$ cat config.mk
export PLATFORM = sky130hd
export DESIGN_NAME = axils_reg_slave
export DESIGN_NICKNAME = d
export VERILOG_FILES = /design/src/rtl/axils_reg_slave.sv
export SDC_FILE = /design/constraint.sdc
export NUM_CORES = 1
export LEC_CHECK = 0
export ABC_AREA = 1
export CAP_MARGIN = 30
export CELL_PAD_IN_SITES_DETAIL_PLACEMENT = 0
export CELL_PAD_IN_SITES_GLOBAL_PLACEMENT = 1
export CORE_ASPECT_RATIO = 1.2
export CORE_UTILIZATION = 43
export DETAILED_ROUTE_END_ITERATION = 7
export DONT_BUFFER_PORTS = 1
export HOLD_SLACK_MARGIN = 0.08
export PLACE_DENSITY_LB_ADDON = 0.3
export SYNTH_ARGS = -nofsm -noshare
export SYNTH_HDL_FRONTEND = slang
export SYNTH_SLANG_ARGS = --single-unit
$ cat constraint.sdc
create_clock -name ACLK -period 2.5 [get_ports ACLK]
set_clock_uncertainty 0.15 [all_clocks]
set_input_delay 0.625 -clock ACLK [delete_from_list [all_inputs] [get_ports ACLK]]
set_output_delay 0.625 -clock ACLK [all_outputs]
set_load 0.01 [all_outputs]
$ cat src/rtl/axils_reg_slave.sv
// ----------------------------------------------------------------------------
// axils_reg_slave
//
// AXI4-Lite slave with NUM_REGS 32-bit read/write registers, word-aligned
// from offset 0x0. Register contents and per-register write strobes are
// exported to downstream control logic.
//
// Parameters
//   NUM_REGS    number of 32-bit registers (1..256)
//   ADDR_WIDTH  low address bits decoded; upper address bits are ignored
//
// Ports
//   ACLK, ARESETN              clock (rising edge), synchronous active-low reset
//   AXI_AW*                    write address channel (CACHE/PROT ignored)
//   AXI_W*                     write data channel with byte strobes
//   AXI_B*                     write response channel
//   AXI_AR*                    read address channel (CACHE/PROT ignored)
//   AXI_R*                     read data channel
//   REG_OUT                    register contents, reg i at [32*i+31:32*i]
//   REG_WE                     one-cycle pulse on the cycle after reg i is written
//
// Handshake semantics (all channels): a transfer happens on the rising edge
// where VALID and READY are both high. A source holds VALID and its payload
// stable until that edge; this slave never withdraws RVALID/BVALID or changes
// RDATA/RRESP/BRESP before the master accepts them.
// ----------------------------------------------------------------------------
module axils_reg_slave #(
  parameter int NUM_REGS   = 8,
  parameter int ADDR_WIDTH = 12
) (
  input  logic                     ACLK,
  input  logic                     ARESETN,
  // write address
  input  logic [31:0]              AXI_AWADDR,
  input  logic [3:0]               AXI_AWCACHE,
  input  logic [2:0]               AXI_AWPROT,
  input  logic                     AXI_AWVALID,
  output logic                     AXI_AWREADY,
  // write data
  input  logic [31:0]              AXI_WDATA,
  input  logic [3:0]               AXI_WSTRB,
  input  logic                     AXI_WVALID,
  output logic                     AXI_WREADY,
  // write response
  output logic                     AXI_BVALID,
  input  logic                     AXI_BREADY,
  output logic [1:0]               AXI_BRESP,
  // read address
  input  logic [31:0]              AXI_ARADDR,
  input  logic [3:0]               AXI_ARCACHE,
  input  logic [2:0]               AXI_ARPROT,
  input  logic                     AXI_ARVALID,
  output logic                     AXI_ARREADY,
  // read data
  output logic [31:0]              AXI_RDATA,
  output logic [1:0]               AXI_RRESP,
  output logic                     AXI_RVALID,
  input  logic                     AXI_RREADY,
  // register side
  output logic [NUM_REGS*32-1:0]   REG_OUT,
  output logic [NUM_REGS-1:0]      REG_WE
);

  localparam int          IDXW   = ADDR_WIDTH - 2;
  localparam logic [1:0]  OKAY   = 2'b00;
  localparam logic [1:0]  SLVERR = 2'b10;

  // --------------------------------------------------------------------------
  // State
  // --------------------------------------------------------------------------
  logic [31:0]          r_regs [NUM_REGS];

  // Write path: AW and W are captured independently; each flag blocks its
  // own channel until the pair has been committed.
  logic                 r_aw_ok;
  logic                 r_w_ok;
  logic [IDXW-1:0]      r_widx;
  logic [31:0]          r_wdata;
  logic [3:0]           r_wstrb;
  logic                 r_bvalid;
  logic [1:0]           r_bresp;
  logic [NUM_REGS-1:0]  r_reg_we;

  // Read path
  logic                 r_rvalid;
  logic [1:0]           r_rresp;
  logic [31:0]          r_rdata;

  // --------------------------------------------------------------------------
  // Handshakes and decode
  // --------------------------------------------------------------------------
  logic                 w_aw_hs;
  logic                 w_w_hs;
  logic                 w_b_hs;
  logic                 w_ar_hs;
  logic                 w_r_hs;
  logic                 w_commit;
  logic [NUM_REGS-1:0]  w_wr_hit;
  logic                 w_wr_in_range;
  logic [IDXW-1:0]      w_ridx;
  logic [NUM_REGS-1:0]  w_rd_hit;
  logic                 w_rd_in_range;
  logic [31:0]          w_rd_data;
  logic                 w_unused;

  assign AXI_AWREADY = !r_aw_ok && !r_bvalid;
  assign AXI_WREADY  = !r_w_ok  && !r_bvalid;
  assign AXI_ARREADY = !r_rvalid;

  assign w_aw_hs  = AXI_AWVALID && AXI_AWREADY;
  assign w_w_hs   = AXI_WVALID  && AXI_WREADY;
  assign w_b_hs   = r_bvalid    && AXI_BREADY;
  assign w_ar_hs  = AXI_ARVALID && AXI_ARREADY;
  assign w_r_hs   = r_rvalid    && AXI_RREADY;

  // Commit on the edge after both halves of the write are held.
  assign w_commit = r_aw_ok && r_w_ok;

  assign w_ridx   = AXI_ARADDR[ADDR_WIDTH-1:2];

  // One-hot decode; an index with no matching register is out of range.
  always_comb begin
    w_wr_hit = '0;
    w_rd_hit = '0;
    for (int i = 0; i < NUM_REGS; i++) begin
      w_wr_hit[i] = (r_widx == IDXW'(i));
      w_rd_hit[i] = (w_ridx == IDXW'(i));
    end
  end

  assign w_wr_in_range = |w_wr_hit;
  assign w_rd_in_range = |w_rd_hit;

  // Out-of-range reads return zero because no hit bit is set.
  always_comb begin
    w_rd_data = '0;
    for (int i = 0; i < NUM_REGS; i++) begin
      if (w_rd_hit[i]) begin
        w_rd_data = r_regs[i];
      end
    end
  end

  // Cache/prot attributes and address bits outside the decoded field are
  // accepted but have no effect on this slave.
  assign w_unused = ^{AXI_AWCACHE, AXI_AWPROT, AXI_ARCACHE, AXI_ARPROT,
                      AXI_AWADDR, AXI_ARADDR};

  // --------------------------------------------------------------------------
  // Write channel control
  // --------------------------------------------------------------------------
  always_ff @(posedge ACLK) begin
    if (!ARESETN) begin
      r_aw_ok  <= 1'b0;
      r_w_ok   <= 1'b0;
      r_widx   <= '0;
      r_wdata  <= '0;
      r_wstrb  <= '0;
      r_bvalid <= 1'b0;
      r_bresp  <= OKAY;
      r_reg_we <= '0;
    end else begin
      r_reg_we <= '0;

      if (w_commit) begin
        r_aw_ok  <= 1'b0;
        r_w_ok   <= 1'b0;
        r_bvalid <= 1'b1;
        r_bresp  <= w_wr_in_range ? OKAY : SLVERR;
        // Pulses even for an all-zero strobe: the write still happened.
        if (w_wr_in_range) begin
          r_reg_we <= w_wr_hit;
        end
      end else begin
        if (w_aw_hs) begin
          r_widx  <= AXI_AWADDR[ADDR_WIDTH-1:2];
          r_aw_ok <= 1'b1;
        end
        if (w_w_hs) begin
          r_wdata <= AXI_WDATA;
          r_wstrb <= AXI_WSTRB;
          r_w_ok  <= 1'b1;
        end
      end

      // Commit and response acceptance cannot coincide: while BVALID is
      // high neither capture flag can be set.
      if (w_b_hs) begin
        r_bvalid <= 1'b0;
      end
    end
  end

  // --------------------------------------------------------------------------
  // Register file
  // --------------------------------------------------------------------------
  always_ff @(posedge ACLK) begin
    if (!ARESETN) begin
      for (int i = 0; i < NUM_REGS; i++) begin
        r_regs[i] <= '0;
      end
    end else if (w_commit) begin
      for (int i = 0; i < NUM_REGS; i++) begin
        if (w_wr_hit[i]) begin
          for (int b = 0; b < 4; b++) begin
            if (r_wstrb[b]) begin
              r_regs[i][8*b +: 8] <= r_wdata[8*b +: 8];
            end
          end
        end
      end
    end
  end

  // --------------------------------------------------------------------------
  // Read channel
  // --------------------------------------------------------------------------
  // A read sampled on the same edge as a commit to the same register sees
  // the value from before the write, since both use non-blocking updates.
  always_ff @(posedge ACLK) begin
    if (!ARESETN) begin
      r_rvalid <= 1'b0;
      r_rresp  <= OKAY;
      r_rdata  <= '0;
    end else if (w_ar_hs) begin
      r_rdata  <= w_rd_data;
      r_rresp  <= w_rd_in_range ? OKAY : SLVERR;
      r_rvalid <= 1'b1;
    end else if (w_r_hs) begin
      // RDATA is left as-is; it is meaningless once RVALID drops.
      r_rvalid <= 1'b0;
    end
  end

  // --------------------------------------------------------------------------
  // Outputs
  // --------------------------------------------------------------------------
  assign AXI_BVALID = r_bvalid;
  assign AXI_BRESP  = r_bresp;
  assign AXI_RVALID = r_rvalid;
  assign AXI_RRESP  = r_rresp;
  assign AXI_RDATA  = r_rdata;
  assign REG_WE     = r_reg_we;

  for (genvar g = 0; g < NUM_REGS; g++) begin : g_reg_out
    assign REG_OUT[32*g +: 32] = r_regs[g];
  end

endmodule

; Word level (Yosys, flattened, before mapping)
; Memory sizes are Yosys's and may differ from the RTL's.
; Cells that the tools add are included.
[classes]
n_eq_ne = 14
n_mux = 177
bitwise_logic = 34
n_reduce_logical = 22
[ops]
columns = op, count
row1 = $mux W32, 8
row2 = $mux W8, 32
row3 = $mux W1, 135
row4 = $eq A10 B3 Y1 const B, 8
row5 = $eq A10 B2 Y1 const B, 4
row6 = $or A1 B1 Y1, 32
row7 = $eq A10 B1 Y1 const B, 2
row8 = $logic_not A10 Y1, 2
row9 = $reduce_or A8 Y1, 2
row10 = $logic_and A1 B1 Y1, 8
row11 = $logic_not A1 Y1, 4
row12 = $mux W2, 2
row13 = $reduce_and A2 Y1, 2
row14 = $reduce_or A2 Y1, 2
row15 = $reduce_and A3 Y1, 1
row16 = $not A1 Y1, 2
row17 = $reduce_bool A2 Y1, 1
[totals]
ff_bits = 94
ramBits = 256
input_bits = 121
wordCells = 259
memories = 1
[mem_list]
columns = name, words, width, rd, rd_clocked_by_memory_dff, wr, line
row1 = r_regs, 8, 32, 8, 0, 8, 71  ; logic [31:0] r_regs [NUM_REGS];

; Logic depth before layout (Yosys ltp)
[depth]
ltp_word = 9
depth_mapped = 14

; Least setup slack after synthesis
; OpenSTA, ideal clock, no wires.
[synth_path]
path_type = flip-flop to flip-flop
startpoint = register r_widx[4]
endpoint = memory r_regs[6][0] (netlist: r_regs[1][64]) (enable)
setup_time_ns = 0.384
arrival_ns = 1.791
setup_slack_ns = 0.175
path_stages_with_launch = 5
n_path_buf = 0
period_less_slack_ns = 2.325
path_cell_list = dfxtp_1 > or4_4 > nor3_1 > nand2_1 > o21ai_0
[synth_lines]
columns = item, line
row1 = from (decl), 77  ; logic [IDXW-1:0] r_widx;
row2 = from (signal assigned), 176  ; r_widx <= AXI_AWADDR[ADDR_WIDTH-1:2];
row3 = to (decl), 71

==> results.md <==
- FILL cells: 3232
- Total number of vias: 10953
- Max Fclk: 0.419 GHz
- Multi-input gate area: 4740 um^2
- Unique masters post-synth: 31
- Wire length of the first global-routing pass: 63.8 mm
- Critical path type: flop to flop
- RSZ-0062 raised after global routing: no
- Vias/cell: 5.21
- CP Max Fanout: 8
- Status: completed
- Least-Margin Pin Slew: 0.652 ns
- Width of the die: 172 um
- Dpl hpwl: 34.8 mm
- Area Overhead vs Synth: 14.9%
- Register-to-register setup slack: 0.12 ns
- Layout Nets: 1737
- Share of layout cells above drive strength 1: 0.113
- DP Worst Slack: 0.0582 ns
- Row count: 74
- ANT cells: 0
- Setup TNS: 0 ns
- CP max stage cell: or4_4
- Crit path time final: 2.38 ns
- Largest net degree at the start of global routing: 122
- Worst path bufs/invs: 1
- Maximum VDD drop: 0.619 mV
- Register area share after synthesis: 0.638
- GPL Wtd Cong: 0.908
- Clk sinks: 348
- Req. time, crit path: 2.53 ns
- Final wirelength: 44.5 mm
- Routed length per instance: 21.2 um
- Worst-Skew Late Latency: 0.53 ns
- Final hold violations: 0
- GRT Total Usage: 0.248
- Synth Register Bits: 348
- Worst-path clk slew: 0.06 ns
- CTS Buf Count: 37
- Mapped cell area: 14900 um^2
- Chip height: 206 um
- Worst setup margin: 0.115 ns
- YS warnings: 0
- Syn Area/Cell: 9.40 um^2
- Crit-path max cell delay: 0.57 ns
- Max-slew violation count: 0
- Worst path cell trace: or4_4, nor3_1, nand2_1, inv_2, nand2_2, nand2_1
- Number of port buffers: 0
- Root Buffer: clkbuf_16
- Critical path arrival: 2.41 ns
- Starting Density: 0.438
- First drt pass iteration count: 5
- Hold Crit Class: input pin to flop
- Syn Inst Count: 1589
- Die footprint: 35500 um^2
- Crit path top cell by count: nand2_1
- Leak: 6.87 nW
- Pwr Density: 779 nW/um^2
- Initial antenna violation count: 0
- Critical Path Sink Type: flop
- TritonCTS clock tree: yes
- Vias in the first global route: 10248
- Fin crit share: 0.954
- Maximum clock path buffer count: 3
- Max-Cap Viols: 0
- CORE AREA: 34100 um^2
- First DRT Iteration DRCs: 865
- Slew HR: 0.565
- H-tree depth: 2
- Routed Antenna Nets: 0
- Largest delay share family, worst path: simple AND/OR/NAND/NOR gates
- CP startpoint kind: flop
- # DRC: 0
- Register area: 9530 um^2
- Congestion Overflow GR: 0
- Top-Level Pins: 426
- # setup viols final: 0
-- registers in the layout, summed over array words and instances (netlist names), 4 cells and up --
register   flops
r_widx        10
REG_WE         8
AXI_RDATA     32
r_wdata       32
r_wstrb        4
r_regs       256
-- final cells by class --
class / instances / area share
inverter: 92 / 0.0201
clock inverter: 16 / 0.0123
tap: 456 / 0.0332
clock buffer: 52 / 0.0652
timing repair buffer: 64 / 0.0378
sequential: 348 / 0.555
multi-input combinational: 1073 / 0.276
-- what timing repair did --
item                                   in CTS  in global routing
setup endpoints to repair                   0                 24
hold buffers                                2                  0
resized for setup                           0                  5
endpoints found under the hold margin       8                  0
buffers inserted                            0                  0
-- cell usage in the layout (no fill, tap or decap), types with 7 or more instances in the layout --
cell type,count
nand2_1,290
or2_1,18
nand2_2,32
inv_2,14
inv_1,78
buf_12,13
nor2_1,375
o21ai_0,78
clkinv_2,7
edfxtp_1,256
nor3_1,8
a21oi_1,27
or2_0,40
clkbuf_16,40
buf_4,49
nand3_1,162
dfxtp_1,92
nand4_1,22
clkbuf_8,7
-- metal layers --
layer | part of all wire | GRT usage | vias to the layer above
li1 | - | - | 5288
met1 | 0.40 | 0.306 | 5133
met2 | 0.45 | 0.390 | 466
met3 | 0.12 | 0.105 | 66
met4 | 0.028 | 0.0803 | 0
met5 | 0 | 0 | -
-- cells in the mapped netlist --
cell type	n	area [um^2]
conb_1	1	3.75
dfxtp_1	92	1840
buf_6	1	11.3
or2_2	4	25.0
nand2_1	295	1110
nor2_1	375	1410
a31oi_1	1	6.26
edfxtp_1	256	7690
or2_1	18	113
nor3_1	9	45.0
clkbuf_1	38	143
nand3_1	162	811
nor2_2	3	18.8
or4_4	1	11.3
nand2_2	27	169
a21oi_1	27	135
a211oi_1	1	7.51
buf_4	4	30.0
o21a_1	1	7.51
inv_2	13	48.8
nand4_1	22	138
and3_1	1	6.26
and2_1	1	6.26
clkbuf_2	2	10.0
buf_1	7	26.3
buf_2	25	125
nor2_4	4	45.0
nor4_1	1	6.26
or2_0	40	250
inv_1	79	297
o21ai_0	78	390
-- per-stage QoR --
| step | power [mW] | utilization | hold WS, ns | instance area [um^2] | std cells |
|---|---|---|---|---|---|
| 2_1_floorplan | 7.32 | - | 0.300 | 14900 | 1590 |
| 3_3_place_gp | 7.58 | 0.464 | 0.307 | 15800 | 2031 |
| 3_5_place_dp | 7.60 | 0.464 | 0.320 | 15800 | 2031 |
| 4_1_cts | 13.5 | 0.503 | 0.0804 | 17100 | 2101 |
| 5_1_grt | 13.8 | 0.504 | 0.0977 | 17200 | 2101 |
| 6_report | 13.4 | 0.504 | 0.0980 | 17200 | 2101 |
-- power breakdown --
part	internal, mW	switching (mW)
Clock	3.65	2.24
Combinational	0.163	0.475
Sequential	6.50	0.336
Total	10.3	3.05
-- logic make-up (layout without fill, tap and decap cells) --
kind of cell / Yosys count / after routing / share of synthesized area
AO/OA/AOI/OAI: 108 / 108 / 0.0366
buffers and inverters: 169 / 224 / 0.0463
flip-flops: 348 / 348 / 0.638
other: 1 / 2 / 0.000251
AND/OR/NAND/NOR: 963 / 963 / 0.279
-- path summary, 6_finish.rpt --
check,start,end,cells past startpoint
hold reg to reg,r_widx[3],r_widx[3],2
setup reg to reg,r_widx[4],r_regs[1][60],6
setup / recovery,r_widx[4],r_regs[1][60],6
hold / removal,ARESETN,r_wdata[22],2
No activity file was read; power rests on OpenSTA's default activity.
